File: config.mk
export PLATFORM = sky130hd
export DESIGN_NAME = raybox_input_ctrl
export DESIGN_NICKNAME = d
export VERILOG_FILES = /design/src/rtl/raybox_pkg.sv /design/src/rtl/input_debounce.sv /design/src/rtl/raybox_input_ctrl.sv
export SDC_FILE = /design/constraint.sdc
export NUM_CORES = 1
export LEC_CHECK = 0
export CORE_ASPECT_RATIO = 1.25
export CORE_MARGIN = 10
export CORE_UTILIZATION = 30
export DETAILED_ROUTE_END_ITERATION = 6
export PLACE_DENSITY = 0.55
export SETUP_SLACK_MARGIN = 0.5
export SKIP_CTS_REPAIR_TIMING = 1
export SLEW_MARGIN = 40
export SYNTH_ARGS = -nofsm -noshare
export SYNTH_HDL_FRONTEND = slang
export SYNTH_SLANG_ARGS = --single-unit
File: constraint.sdc
create_clock -name clk -period 2.6 [get_ports clk]
set_clock_uncertainty 0.05 [all_clocks]
set_input_delay 0.52 -clock clk [delete_from_list [all_inputs] [get_ports clk]]
set_output_delay 0.52 -clock clk [all_outputs]
set_load 0.02 [all_outputs]
File: src/rtl/raybox_pkg.sv
// Shared constants for the raybox input path: button bit positions and
// the debounce counter width helper.
package raybox_pkg;

  localparam int BTN_F   = 3;
  localparam int BTN_L   = 2;
  localparam int BTN_R   = 1;
  localparam int BTN_B   = 0;
  localparam int NUM_BTN = 4;

  function automatic int debounce_cnt_w(input int cycles);
    return (cycles < 2) ? 1 : $clog2(cycles);
  endfunction

endpackage

File: src/rtl/input_debounce.sv
// One raw active-low input: 2-flop synchronizer followed by a stable-state
// debouncer that flips after DEBOUNCE_CYCLES consecutive differing clocks.
module input_debounce
  import raybox_pkg::*;
#(
  parameter int DEBOUNCE_CYCLES = 250000
) (
  input  logic i_clk,
  input  logic i_reset,
  input  logic i_raw_n,
  output logic o_stable_n
);

  localparam int CW = debounce_cnt_w(DEBOUNCE_CYCLES);
  localparam logic [CW-1:0] CNT_LAST = CW'(DEBOUNCE_CYCLES - 1);

  logic          r_sync1;
  logic          r_sync2;
  logic          r_stable;
  logic [CW-1:0] r_cnt;
  logic          w_differ;
  logic          w_flip;

  assign w_differ = (r_sync2 != r_stable);
  // Counter value CNT_LAST plus the current differing clock makes DEBOUNCE_CYCLES.
  assign w_flip   = w_differ && (r_cnt == CNT_LAST);

  always_ff @(posedge i_clk) begin
    if (i_reset) begin
      r_sync1  <= 1'b1;
      r_sync2  <= 1'b1;
      r_stable <= 1'b1;
      r_cnt    <= '0;
    end else begin
      r_sync1 <= i_raw_n;
      r_sync2 <= r_sync1;
      if (!w_differ) begin
        r_cnt <= '0;
      end else if (w_flip) begin
        r_cnt    <= '0;
        r_stable <= r_sync2;
      end else begin
        r_cnt <= r_cnt + CW'(1);
      end
    end
  end

  assign o_stable_n = r_stable;

endmodule

File: src/rtl/raybox_input_ctrl.sv
// Raybox player input: debounced buttons latched into per-frame move
// commands at each vsync start, plus a map-view request.
module raybox_input_ctrl
  import raybox_pkg::*;
#(
  parameter int DEBOUNCE_CYCLES = 250000,
  parameter bit VSYNC_ACTIVE    = 1'b0,
  parameter int MAP_TOGGLE      = 1
) (
  input  logic         clk,
  input  logic         reset,
  input  logic [3:0]   btn_n,
  input  logic         map_n,
  input  logic         vsync,
  output logic         moveF,
  output logic         moveL,
  output logic         moveR,
  output logic         moveB,
  output logic         show_map,
  output logic         frame_tick
);

  logic [NUM_BTN-1:0] w_btn_stable_n;
  logic [NUM_BTN-1:0] w_pressed;
  logic               w_map_stable_n;
  logic               w_map_press;
  logic               w_tick;

  logic r_vs1;
  logic r_vs2;
  logic r_map_d;
  logic r_pending;
  logic r_tick;
  logic r_moveF;
  logic r_moveL;
  logic r_moveR;
  logic r_moveB;
  logic r_show_map;

  for (genvar g = 0; g < NUM_BTN; g++) begin : g_btn
    input_debounce #(.DEBOUNCE_CYCLES(DEBOUNCE_CYCLES)) u_btn_db (
      .i_clk      (clk),
      .i_reset    (reset),
      .i_raw_n    (btn_n[g]),
      .o_stable_n (w_btn_stable_n[g])
    );
  end

  input_debounce #(.DEBOUNCE_CYCLES(DEBOUNCE_CYCLES)) u_map_db (
    .i_clk      (clk),
    .i_reset    (reset),
    .i_raw_n    (map_n),
    .o_stable_n (w_map_stable_n)
  );

  assign w_pressed   = ~w_btn_stable_n;
  assign w_map_press = r_map_d & ~w_map_stable_n;
  // r_vs2 doubles as the vsync history bit.
  assign w_tick      = (r_vs1 == VSYNC_ACTIVE) && (r_vs2 != VSYNC_ACTIVE);

  always_ff @(posedge clk) begin
    if (reset) begin
      r_vs1      <= ~VSYNC_ACTIVE;
      r_vs2      <= ~VSYNC_ACTIVE;
      r_map_d    <= 1'b1;
      r_pending  <= 1'b0;
      r_tick     <= 1'b0;
      r_moveF    <= 1'b0;
      r_moveL    <= 1'b0;
      r_moveR    <= 1'b0;
      r_moveB    <= 1'b0;
      r_show_map <= 1'b0;
    end else begin
      r_vs1   <= vsync;
      r_vs2   <= r_vs1;
      r_map_d <= w_map_stable_n;
      r_tick  <= w_tick;
      if (w_tick) begin
        r_moveF <= w_pressed[BTN_F] & ~w_pressed[BTN_B];
        r_moveB <= w_pressed[BTN_B] & ~w_pressed[BTN_F];
        r_moveL <= w_pressed[BTN_L] & ~w_pressed[BTN_R];
        r_moveR <= w_pressed[BTN_R] & ~w_pressed[BTN_L];
        if (MAP_TOGGLE != 0) begin
          // A press landing on the tick clock is consumed here, not left pending.
          if (r_pending || w_map_press) r_show_map <= ~r_show_map;
        end else begin
          r_show_map <= ~w_map_stable_n;
        end
        r_pending <= 1'b0;
      end else if (w_map_press) begin
        r_pending <= 1'b1;
      end
    end
  end

  assign moveF      = r_moveF;
  assign moveL      = r_moveL;
  assign moveR      = r_moveR;
  assign moveB      = r_moveB;
  assign show_map   = r_show_map;
  assign frame_tick = r_tick;

endmodule
# Word-level counts from Yosys, hierarchy flattened
# Cells that the tools add are included.
# word_totals
reg_bits	115
inputBits	8
elab_cells	82
# classes
n_reduce_logical	19
n_addsub	5
n_bitwise	18
n_eq_ne	10
# ops
cell	count
$add A18 B1 Y18 const B	5
$eq A18 B18 Y1 const B	5
$reduce_or A3 Y1	5
$not A1 Y1	12
$reduce_and A2 Y1	6
$logic_and A1 B1 Y1	6
$and A1 B1 Y1	5
$ne A1 B1 Y1	5
$not A4 Y4	1
$reduce_or A2 Y1	1
$logic_or A1 B1 Y1	1

# Logic depth before layout (Yosys ltp)
# Gate-level depths: netlist of the first run.
# logic_depth
word_depth	4
ltp_mapped	6
mapped_depth_nobuf	5

# By module
# A second synthesis of the first run with hierarchy kept.
# hier_totals
cells_unflattened	551
hier_area_um2	5063.6
# modules_own_cells
module	n_inst	seq_area_each_um2	cells_per_inst	area_per_inst_um2
input_debounce	5	420.4	103	939.7
raybox_input_ctrl	1	200.2	36	365.4

# Worst setup path before layout of the first run
# No wires, ideal clock.
# synth_timing
path_kind	reg2reg
startpoint	reg g_btn[0].u_btn_db.r_cnt[0]
endpoint	reg g_btn[0].u_btn_db.r_cnt[16]
path_slack_ns	0.742
arrival_time_ns	1.694
synth_period_minus_slack_ns	1.858
path_buffers	1
setup_ns	0.115
stages_incl_launch_ff	7
required_time_ns	2.435
cell_sequence	dfxtp_1 ha_1 nand3_2 or4_4 o211ai_4 buf_6 nor2_1
# synth_via
elab_chain_len	3
elab_cells_between_ends	4
cone_classes	1 x add/sub; 1 x eq/ne; 2 x reduce/logical
# synth_rtl
element	line_no	text
start, declared	input_debounce.sv:20	logic [CW-1:0] r_cnt;
start signal, assigned	input_debounce.sv:43	r_cnt <= r_cnt + CW'(1);
branches (longest 3 deep; another with $add A18 B1 Y18)	n/a	
# Parallel ways; which one is timed is not known.
# A chain may end at the register's enable or synchronous reset.

# Worst setup path after layout of the first run
# layout_timing
startpoint	reg r_show_map, in the netlist show_map
endpoint	out show_map
# layout_rtl
element	line_no	text
start, declared	raybox_input_ctrl.sv:38	logic r_show_map;
start signal, assigned	raybox_input_ctrl.sv:85	if (r_pending || w_map_press) r_show_map <= ~r_show_map;
start signal, assigned	raybox_input_ctrl.sv:87	r_show_map <= ~w_map_stable_n;
end, declared	raybox_input_ctrl.sv:19	output logic show_map,
# No word-level cell between the ends.

==> results of run 1 <==
==> synthesized netlist by cell type, types with 2 or more instances <==
| cell type | n |
|---|---|
| nor2_1 | 98 |
| nand4_2 | 2 |
| and4_1 | 2 |
| o31ai_1 | 4 |
| nand2b_1 | 3 |
| or4_4 | 3 |
| xor2_1 | 21 |
| clkbuf_1 | 5 |
| or4_1 | 6 |
| mux2i_1 | 2 |
| buf_2 | 3 |
| nand3_2 | 4 |
| ha_1 | 5 |
| or2_1 | 3 |
| nor3_1 | 17 |
| nand3b_1 | 4 |
| a21oi_1 | 13 |
| nor2b_1 | 3 |
| and3_1 | 6 |
| nand4_1 | 27 |
| nor4b_1 | 4 |
| nand3_1 | 33 |
| dfxtp_1 | 115 |
| nor4_1 | 25 |
| nand2_1 | 21 |
| buf_4 | 2 |
| o21ai_0 | 6 |
| nor4_2 | 2 |
| inv_1 | 20 |
| xnor2_1 | 56 |
| buf_6 | 2 |
| or2_2 | 12 |
| or3_1 | 6 |
==> metrics by stage <==
stage / util, % / instances
2_1_floorplan: - / 549
3_3_place_gp: 32.9 / 770
3_5_place_dp: 32.9 / 770
4_1_cts: 36.9 / 802
5_1_grt: 37.3 / 806
6_report: 37.3 / 806
==> per-layer routing <==
metal	global-route usage [%]	vias to the layer above	wire length [um]
met4	5.20	0	264
met3	2.75	23	352
met1	11.0	1827	4390
met2	15.2	51	4790
met5	0	-	0
li1	-	1963	-
==> cell families (layout without fill, tap and decap cells) <==
group | count (synthesis) | in the layout
multiplexers | 2 | 2
AND/OR/NAND/NOR | 284 | 284
flip-flops | 115 | 115
XOR/XNOR | 77 | 77
buffers and inverters | 33 | 74
AO/OA/AOI/OAI | 33 | 33
adder cells (fa/ha/maj) | 5 | 5
==> placed cells by master, fill, tap and decap left out, types with 2 or more instances in the layout <==
master           instances
dfxtp_1                115
nor2_1                  98
xnor2_1                 56
nand3_1                 33
nand4_1                 27
nor4_1                  25
nand2_1                 21
xor2_1                  21
inv_1                   20
nor3_1                  17
clkbuf_16               17
a21oi_1                 13
clkdlybuf4s50_1         13
or2_2                   12
buf_4                    8
and3_1                   6
or3_1                    6
o21ai_0                  6
or4_1                    6
clkinv_2                 6
ha_1                     5
bufinv_16                5
nor4b_1                  4
nand3b_1                 4
o31ai_1                  4
nor2b_1                  3
nand2b_1                 3
nand3_2                  3
or4_4                    3
or2_1                    3
clkbuf_8                 3
and4_1                   2
nor4_2                   2
o211ai_4                 2
nand4_2                  2
mux2i_1                  2
==> power groups by stage <==
stage               Combinational (mW)  Clock (mW)  Sequential (mW)
floorplan                       0.0336           0             1.82
global placement                0.0544           0             1.82
finish                          0.0585        2.54             1.78
detailed placement              0.0555           0             1.82
global route                    0.0658        2.67             1.78
CTS                             0.0556        2.60             1.78
==> worst max path at each step <==
stage	cells after the start	to	from	slack, ns
after global routing	5	g_btn[2].u_btn_db.o_stable_n	g_btn[2].u_btn_db.r_cnt[0]	0.52
after detailed placement	4	g_btn[1].u_btn_db.r_cnt[8]	reset	0.34
after CTS	5	g_btn[0].u_btn_db.r_cnt[11]	g_btn[0].u_btn_db.r_cnt[0]	0.45
final	1	show_map	show_map	0.60
after floorplan	6	g_btn[0].u_btn_db.r_cnt[16]	g_btn[0].u_btn_db.r_cnt[0]	0.74
after global placement	4	g_btn[1].u_btn_db.r_cnt[16]	reset	0.40
==> layout make-up <==
class	instances	area, sq um	share of cell area (%)
clock buffer	21	470	7.79
tap	216	270	4.48
timing repair buffer	22	210	3.48
clock inverter	11	180	2.98
sequential	115	2300	38.1
inverter	20	75.1	1.24
multi-input combinational	401	2530	41.9
==> sequential cells by signal (all words and copies together), names as in the netlist <==
register                   cells
r_vs2                          1
u_map_db.r_sync1               1
moveR                          1
moveL                          1
moveB                          1
show_map                       1
r_pending                      1
u_map_db.r_cnt                18
r_vs1                          1
u_map_db.o_stable_n            1
g_btn.u_btn_db.r_cnt          72
r_map_d                        1
g_btn.u_btn_db.o_stable_n      4
moveF                          1
frame_tick                     1
g_btn.u_btn_db.r_sync1         4
u_map_db.r_sync2               1
g_btn.u_btn_db.r_sync2         4
==> out/metrics.yaml, run 1 <==
global_routing:
  grt_usage_pct: 9.40
  grt_pass1_vias: 3738
  grt_max_degree: 19
  antenna_found_initial: 0
  grt_pass1_wl_um: 17200
  grt_overflow: 0
detailed_routing:
  wl_per_cell_um: 12.2
  drtAntennaViolNets: 0
  drt_iter0_markers: 273
  dr.pass1.iters: 4
  drt-total-wl_um: 9800
  post-route-drc-count: 0
  via_per_inst: 4.79
  vias: 3864
worst_hold_path:
  holdPathStages: 1
  min_to: "g_btn[3].u_btn_db.r_sync2"
  worstHoldStart: "g_btn[3].u_btn_db.r_sync1"
  hold_path_class: "reg2reg"
layout:
  n_fill_cell: 1610
  antenna_cells: 0
  drive_gt1_share_pct: 11.7
  area_growth_pct: 21.6
  nets: 590
  final_area_sq_um: 6040
timing:
  worst_slack_ns: 0.602
  hold_ws_ns: 0.360
  min_period_ns: 2.00
  worst_slew_pin_slew_ns: 0.460
  report.final.slew_viol_count: 0
  setup_tns_ns: 0
  finalHoldViolCount: 0
  max_freq_mhz: 501
  fin_crit_sh_pct: 76.8
  finalSetupViolCount: 0
  rsz0062_at_grt: "false"
  max-slew-margin-rel_pct: 69.2
cts:
  clockBufferDepth: 2
  cts_tree: "yes"
  cts_sinks: 115
  cts_buffers: 17
  cts_max_level: 4
  worstSkewPairLatency_ns: 0.41
  clk_pin_slew_ns: 0.05
  cts-root-buf: "clkbuf_16"
floorplanning:
  start_util_pct: 30.6
  rows: 52
  die_h_um: 164
  core-area_sq_um: 16200
  die_w_um: 135
  die-area_sq_um: 22100
  io_pins: 14
critical_path:
  slowest_delay_ns: 0.64
  critical_path_required_ns: 2.03
  critical_path_class: "reg2out"
  start_kind: "flop"
  r2r_end: "g_btn[2].u_btn_db.o_stable_n"
  crit_path_end_kind: "primary output"
  ff2ff_setup_slack_ns: 0.63
  r2r_start: "g_btn[2].u_btn_db.r_cnt[0]"
  crit_buf_inv: 1
  cp_max_fo: 2
  r2r_cells: 5
  slowest_stage: "clkdlybuf4s50_1"
  critPathTopFamily: "buffers and inverters"
  crit_chain: "clkdlybuf4s50_1"
  worstPathArrival_ns: 1.43
power:
  internal_power_mw: 3.57
  power_density_nw_per_um2: 726
  ir_worst_vdd_mv: 0.480
  clkPwrFrac_pct: 58.0
  p_sw_uw: 818
  leakagePower_nw: 1.84
  sequentialPowerShare_pct: 40.7
  p_total_mw: 4.39
  swShare_pct: 18.6
  p_comb_share_pct: 1.3
placed_design:
  hpwl_um: 6730
  dp_slack_ns: 0.345
  gp_congestion: 0.762
  placed_cell_area_sq_um: 5330
  place.port_buffers: 13
synth:
  muxShareOfSynthArea_pct: 0.403
  synth_edf_count: 0
  synthAdderAreaFrac_pct: 1.26
  synth_xor_area_share_pct: 13.6
  synth_simple_gate_area_share_pct: 30.4
  yosysTopAreaCellShare_pct: 46.4
  ys_ff_latch: 115
  syn_nets: 562
  seq_area_frac_synth_pct: 46.4
  ys_async_sr_fraction_pct: 0
  yosysWarnings: 0
  synth_compound_area_share_pct: 4.91
  synthDistinctLibCells: 47
  syn_inst: 549
  syn_area_sq_um: 4960
  ys.flop_type: "dfxtp_1"
  synth_top_family_by_area: "simple AND/OR/NAND/NOR gates"
  syn_avg_cell_area_sq_um: 9.04
  synthTopCellsByArea: "dfxtp_1, xnor2_1, nor2_1"
  synth_top_area_cell: "dfxtp_1"
job:
  maxCapViolCount: 0
status:
  status: "complete, no violations"
Note: power is estimated with default switching activity, not from simulation.
==> run 2: changes to the inputs <==
--- a/config.mk
+++ b/config.mk
@@ -9,7 +9,7 @@
 export CORE_MARGIN = 10
 export CORE_UTILIZATION = 30
 export DETAILED_ROUTE_END_ITERATION = 6
-export PLACE_DENSITY = 0.55
+export PLACE_DENSITY = 0.56
 export SETUP_SLACK_MARGIN = 0.5
 export SKIP_CTS_REPAIR_TIMING = 1
 export SLEW_MARGIN = 40
==> constraint.sdc (replaced) <==
create_clock -name clk -period 1.7 [get_ports clk]
set_clock_uncertainty 0.05 [all_clocks]
set_input_delay 0.34 -clock clk [delete_from_list [all_inputs] [get_ports clk]]
set_output_delay 0.34 -clock clk [all_outputs]
set_load 0.02 [all_outputs]
==> run 2 against run 1 <==
The run now ends with negative setup slack left. Worst hold slack lost 0.0033 ns. Register-to-register slack lost 0.70 ns. Combinational power grew 150%. Setup slack lost 0.67 ns. Via count grew 9.0%. Clock power grew 32%. Die area is the same. Utilization grew 8.4 points. Global-route usage grew 0.31 points. First-iteration DRC count shrank 59%. Final area grew 23%. Critical path type is now reg2reg.
==> out/metrics.yaml, run 2 (synthesis gave the netlist of run 1 again) <==
status:
  status: "finished with violations"
  violations: "negative setup slack"
timing:
  max-slew-margin-rel_pct: 70.6  # +1.4 points
  worst_slew_pin_slew_ns: 0.439  # -0.0211 ns
  report.final.slew_viol_count: 0  # unchanged
  finalSetupViolCount: 19  # +19
  worst_slack_ns: -0.0663  # -0.668 ns
  hold_ws_ns: 0.356  # -0.00326 ns
  min_period_ns: 1.77
  max_freq_mhz: 566
  finalHoldViolCount: 0  # unchanged
  rsz0062_at_grt: "true"
  fin_crit_sh_pct: 104
  setup_tns_ns: -0.539  # -0.539 ns
critical_path:
  r2r_cells: 5  # unchanged
  critical_path_required_ns: 1.94  # -0.09 ns
  slowest_delay_ns: 0.51  # -0.13 ns
  critPathTopFamily: "simple AND/OR/NAND/NOR gates"
  r2r_end: "g_btn[2].u_btn_db.o_stable_n"
  slowest_stage: "or4_4"
  ff2ff_setup_slack_ns: -0.07  # -0.70 ns
  critical_path_class: "reg2reg"
  crit_path_end_kind: "flop"
  start_kind: "flop"
  worstPathArrival_ns: 2.01  # +0.58 ns
  cp-startpoint: "g_btn[2].u_btn_db.r_cnt[1]"
  crit_chain: "ha_4, nand3_4, or4_4, or4_1, o31a_1"
  crit_end: "g_btn[2].u_btn_db.o_stable_n"
  crit_buf_inv: 0  # -1
  cp_max_fo: 3  # +1
  r2r_start: "g_btn[2].u_btn_db.r_cnt[1]"
  cp.depth: 5  # +4
cts:
  cts-root-buf: "clkbuf_16"
  cts_max_level: 4  # unchanged
  clk_pin_slew_ns: 0.05  # about the same
  worstSkewPairLatency_ns: 0.41  # about the same
  cts_buffers: 17  # unchanged
  cts_sinks: 115  # unchanged
  clockBufferDepth: 2  # unchanged
  cts_tree: "yes"
power:
  ir_worst_vdd_mv: 0.670  # +40%
  power_density_nw_per_um2: 839  # +15%
  leakagePower_nw: 2.45  # +33%
global_routing:
  antenna_found_initial: 0  # unchanged
  grt_usage_pct: 9.71  # +0.31 points
  grt_pass1_wl_um: 17700  # +2.7%
  grt_overflow: 0  # unchanged
  grt_pass1_vias: 3863  # +3.3%
  grt_max_degree: 19  # unchanged
layout:
  drive_gt1_share_pct: 42.7  # +31 points
  largest_register: "g_btn.u_btn_db.r_cnt"
  fin_util_pct: 45.7  # +8.4 points
  area_growth_pct: 49.1
  top_regs: "g_btn.u_btn_db.r_cnt (72), u_map_db.r_cnt (18)"
  largest_reg_flops: 72  # unchanged
  antenna_cells: 0  # unchanged
  final_common_cell: "buf_4"
  final_cell_mix: "buf_4, dfxtp_1, xnor2_1"
  fin_cells: 890  # +10%
  final_area_sq_um: 7400  # +23%
  nets: 674  # +14%
floorplanning:
  io_pins: 14  # unchanged
  start_util_pct: 30.6  # unchanged
  die_h_um: 164  # unchanged
  rows: 52  # unchanged
  die_w_um: 135  # unchanged
  die-area_sq_um: 22100  # unchanged
  core-area_sq_um: 16200  # unchanged
detailed_routing:
  vias: 4210  # +9.0%
  post-route-drc-count: 0  # unchanged
  drtAntennaViolNets: 0  # unchanged
  wl_per_cell_um: 12.9  # +6.4%
  drt_iter0_markers: 112  # -59%
  via_per_inst: 4.73  # -1.3%
  drt-total-wl_um: 11500  # +17%
  dr.pass1.iters: 4  # unchanged
placed_design:
  hpwl_um: 7380  # +9.6%
  dp.cells: 822  # +6.8%
  placed_cell_area_sq_um: 5970  # +12%
  gp_congestion: 0.799  # +4.8%
  place.port_buffers: 13  # unchanged
job:
  maxCapViolCount: 0  # unchanged
worst_hold_path:
  hold_path_class: "reg2reg"
## run 2: cell count changes in the layout (fill, tap and decap cells not counted), moves of 13 or more
cell     previous run  this run
nor2_2              0        26
nor2_4              0        20
buf_6               0        16
nor2_1             98        52
dfxtp_1           115        72
dfxtp_4             0        13
buf_4               8        76
dfxtp_2             0        30
## run 2: metal layers
metal,GRT usage (%),vias up,wire length [um]
met2,16.2,50,5920
met5,0,-,0
met1,10.9,1986,4940
met4,5.25,0,296
li1,-,2152,-
met3,2.96,22,348
## run 2: stage by stage
step / setup WS (ns) / power (mW)
2_1_floorplan: -0.101 / 2.83
3_3_place_gp: -0.0535 / 2.88
3_5_place_dp: -0.0526 / 2.88
4_1_cts: -0.119 / 6.26
5_1_grt: -0.103 / 6.43
6_report: -0.0663 / 6.21
## run 2: power by group
part | switching [mW] | total [mW] | internal [mW] | leakage [nW]
logic | 0.0704 | 0.145 | 0.0749 | 1.21
registers | 0.0117 | 2.71 | 2.70 | 0.955
clock network | 1.20 | 3.35 | 2.15 | 0.280
total | 1.28 | 6.21 | 4.92 | 2.45
## run 2: final cells by class
type	instances	area, sq um
Sequential cell	115	2390
Fill cell	1481	8800
Inverter	20	75.1
Tap cell	216	270
Multi-Input combinational cell	401	3130
Clock buffer	22	485
Clock inverter	10	80.1
Timing Repair Buffer	106	976
## run 2: worst min-delay path by stage
| stage | startpoint | to | slack [ns] | cells after the start |
|---|---|---|---|---|
| final | g_btn[1].u_btn_db.r_sync1 | g_btn[1].u_btn_db.r_sync2 | 0.36 | 1 |
| after global routing | g_btn[1].u_btn_db.r_sync1 | g_btn[1].u_btn_db.r_sync2 | 0.37 | 1 |
| after floorplan | g_btn[0].u_btn_db.r_sync1 | g_btn[0].u_btn_db.r_sync2 | 0.34 | 1 |
| after global placement | g_btn[1].u_btn_db.r_sync1 | g_btn[1].u_btn_db.r_sync2 | 0.34 | 1 |
| after detailed placement | g_btn[1].u_btn_db.r_sync1 | g_btn[1].u_btn_db.r_sync2 | 0.34 | 1 |
| after CTS | g_btn[1].u_btn_db.r_sync1 | g_btn[1].u_btn_db.r_sync2 | 0.36 | 1 |
## run 2: worst register-to-register path: cells and delay by family, from the launching register on
kind	cells	cell delay (ns)
flops	1	0.35
simple gates	3	0.98
fa+ha+maj	1	0.15
compound gates	1	0.12
==> run 3: changes to the inputs <==
--- a/config.mk
+++ b/config.mk
@@ -5,11 +5,13 @@
 export SDC_FILE = /design/constraint.sdc
 export NUM_CORES = 1
 export LEC_CHECK = 0
+export CELL_PAD_IN_SITES_DETAIL_PLACEMENT = 1
+export CELL_PAD_IN_SITES_GLOBAL_PLACEMENT = 1
 export CORE_ASPECT_RATIO = 1.25
 export CORE_MARGIN = 10
 export CORE_UTILIZATION = 30
 export DETAILED_ROUTE_END_ITERATION = 6
-export PLACE_DENSITY = 0.56
+export PLACE_DENSITY = 0.66
 export SETUP_SLACK_MARGIN = 0.5
 export SKIP_CTS_REPAIR_TIMING = 1
 export SLEW_MARGIN = 40
==> run 3 against run 2 <==
The flow still finishes with violations (negative setup slack). Global-route usage grew 1.9 points. Count of clock-buffer cells in the layout grew 6. Final area is essentially flat. Final cell count unchanged. Power fell by 0.61%. Fmax grew 0.34%. First-iteration DRC count rose by 46%. Largest power group unchanged. Combinational power shrank 6%.
==> out/metrics.yaml, run 3 (synthesis gave the netlist of run 1 again) <==
cts:
  cts_tree: "yes"
  cts-root-buf: "clkbuf_16"
  cts_sinks: 115  # unchanged
  clk_pin_slew_ns: 0.05  # about the same
  cts_max_level: 4  # unchanged
  cts_buffers: 17  # unchanged
  worstSkewPairLatency_ns: 0.42  # about the same
  clockBufferDepth: 2  # unchanged
critical_path:
  slowest_delay_ns: 0.52  # about the same
  path_common_cell: "or4_4"
  critical_path_required_ns: 1.96  # +0.02 ns
  critPathTopFamily: "simple AND/OR/NAND/NOR gates"
  crit_chain: "ha_4, nand3_4, or4_4, or4_4, o31a_1"
  critical_path_class: "reg2reg"
  cp_max_fo: 2  # -1
  worstPathArrival_ns: 2.02  # about the same
  crit_path_end_kind: "flop"
  slowest_stage: "or4_4"
  crit_buf_inv: 0  # unchanged
  start_kind: "flop"
floorplanning:
  die-area_sq_um: 22100  # unchanged
  io_pins: 14  # unchanged
  core-area_sq_um: 16200  # unchanged
  start_util_pct: 30.6  # unchanged
  die_w_um: 135  # unchanged
  rows: 52  # unchanged
  die_h_um: 164  # unchanged
layout:
  final_cell_mix: "buf_4, dfxtp_1, nor2_1"
  antenna_cells: 0  # unchanged
  top_regs: "g_btn.u_btn_db.r_cnt (72), u_map_db.r_cnt (18)"
  largest_reg_flops: 72  # unchanged
  nets: 674  # unchanged
  area_growth_pct: 49.1  # about the same
  drive_gt1_share_pct: 41.8  # -0.89 points
  n_fill_cell: 1786  # +21%
  final_common_cell: "buf_4"
  largest_register: "g_btn.u_btn_db.r_cnt"
power:
  leakagePower_nw: 2.36  # -3.6%
  power_density_nw_per_um2: 833  # -0.64%
  p_total_mw: 6.17  # -0.61%
  ir_worst_vdd_mv: 0.707  # +5.4%
detailed_routing:
  drt_iter0_markers: 164  # +46%
  via_per_inst: 4.93  # +4.3%
  drt-total-wl_um: 13400  # +17%
  post-route-drc-count: 0  # unchanged
  vias: 4391  # +4.3%
  drtAntennaViolNets: 0  # unchanged
  dr.pass1.iters: 4  # unchanged
  wl_per_cell_um: 15.1  # +17%
timing:
  fin_crit_sh_pct: 104  # -0.35 points
  max-slew-margin-rel_pct: 73.1  # +2.4 points
  report.final.slew_viol_count: 0  # unchanged
  finalSetupViolCount: 36  # +17
  rsz0062_at_grt: "true"
  worst_slack_ns: -0.0603  # +0.00600 ns
  finalHoldViolCount: 0  # unchanged
  setup_tns_ns: -1.16  # -0.622 ns
  min_period_ns: 1.76  # -0.00600 ns
  worst_slew_pin_slew_ns: 0.403  # -0.0358 ns
  max_freq_mhz: 568  # +0.34%
job:
  maxCapViolCount: 0  # unchanged
placed_design:
  place.port_buffers: 13  # unchanged
  gp_congestion: 0.800  # +0.18%
  hpwl_um: 8790  # +19%
status:
  status: "finished with violations"
  violations: "negative setup slack"
global_routing:
  grt_overflow: 0  # unchanged
  grt_pass1_vias: 4568  # +18%
  grt_usage_pct: 11.6  # +1.9 points
  antenna_found_initial: 0  # unchanged
  grt_max_degree: 19  # unchanged
  grt_pass1_wl_um: 21100  # +19%
worst_hold_path:
  hold_path_class: "reg2reg"
[run 3: worst register-to-register path, stage by stage (launching register included)]
cell	delay [ns]
dfxtp_2	0.35
ha_4	0.15
nand3_4	0.06
or4_4	0.52
or4_4	0.42
o31a_1	0.11
[run 3: routing by layer]
layer	routed length, um	global-route usage [%]	part of all wire (%)
met3	357	3.27	2.7
met1	5450	12.5	41
met4	363	6.13	2.7
met5	0	0	0
met2	7230	20.2	54
[run 3: report_power, final]
group / total (mW) / switching [mW] / internal, mW
logic: 0.136 / 0.0716 / 0.0641
clock network: 3.33 / 1.20 / 2.12
registers: 2.71 / 0.0121 / 2.70
total: 6.17 / 1.29 / 4.88
[run 3: path summary, 6_finish.rpt]
check	start	slack [ns]	cells past startpoint	end
worst min-delay path	g_btn[0].u_btn_db.r_sync1	0.35	1	g_btn[0].u_btn_db.r_sync2
worst max register to register	g_btn[2].u_btn_db.r_cnt[0]	-0.06	5	g_btn[2].u_btn_db.o_stable_n
worst min register to register	g_btn[0].u_btn_db.r_sync1	0.35	1	g_btn[0].u_btn_db.r_sync2
worst max-delay path	g_btn[2].u_btn_db.r_cnt[0]	-0.06	5	g_btn[2].u_btn_db.o_stable_n
[run 3: through the flow]
step / instances / worst slack (ns) / hold WS [ns] / cell area [sq um] / util (%)
global route: 890 / -0.131 / 0.370 / 7400 / 45.7
finish: 890 / -0.0603 / 0.354 / 7400 / 45.7
CTS: 858 / -0.107 / 0.357 / 6550 / 40.4
global placement: 826 / -0.0363 / 0.343 / 5990 / 37.0
detailed placement: 826 / -0.0826 / 0.347 / 5990 / 37.0
floorplan: 549 / -0.101 / 0.339 / 5190 / -
[run 3: final cells by class]
| type | count | area [sq um] | area share, % |
|---|---|---|---|
| repair buffers | 106 | 938 | 12.7 |
| inverters | 20 | 75.1 | 1.01 |
| flip-flops and latches | 115 | 2390 | 32.3 |
| multi-input cells | 401 | 3170 | 42.8 |
| clock inverters | 4 | 20.0 | 0.270 |
| well taps | 216 | 270 | 3.65 |
| clock buffers | 28 | 537 | 7.25 |
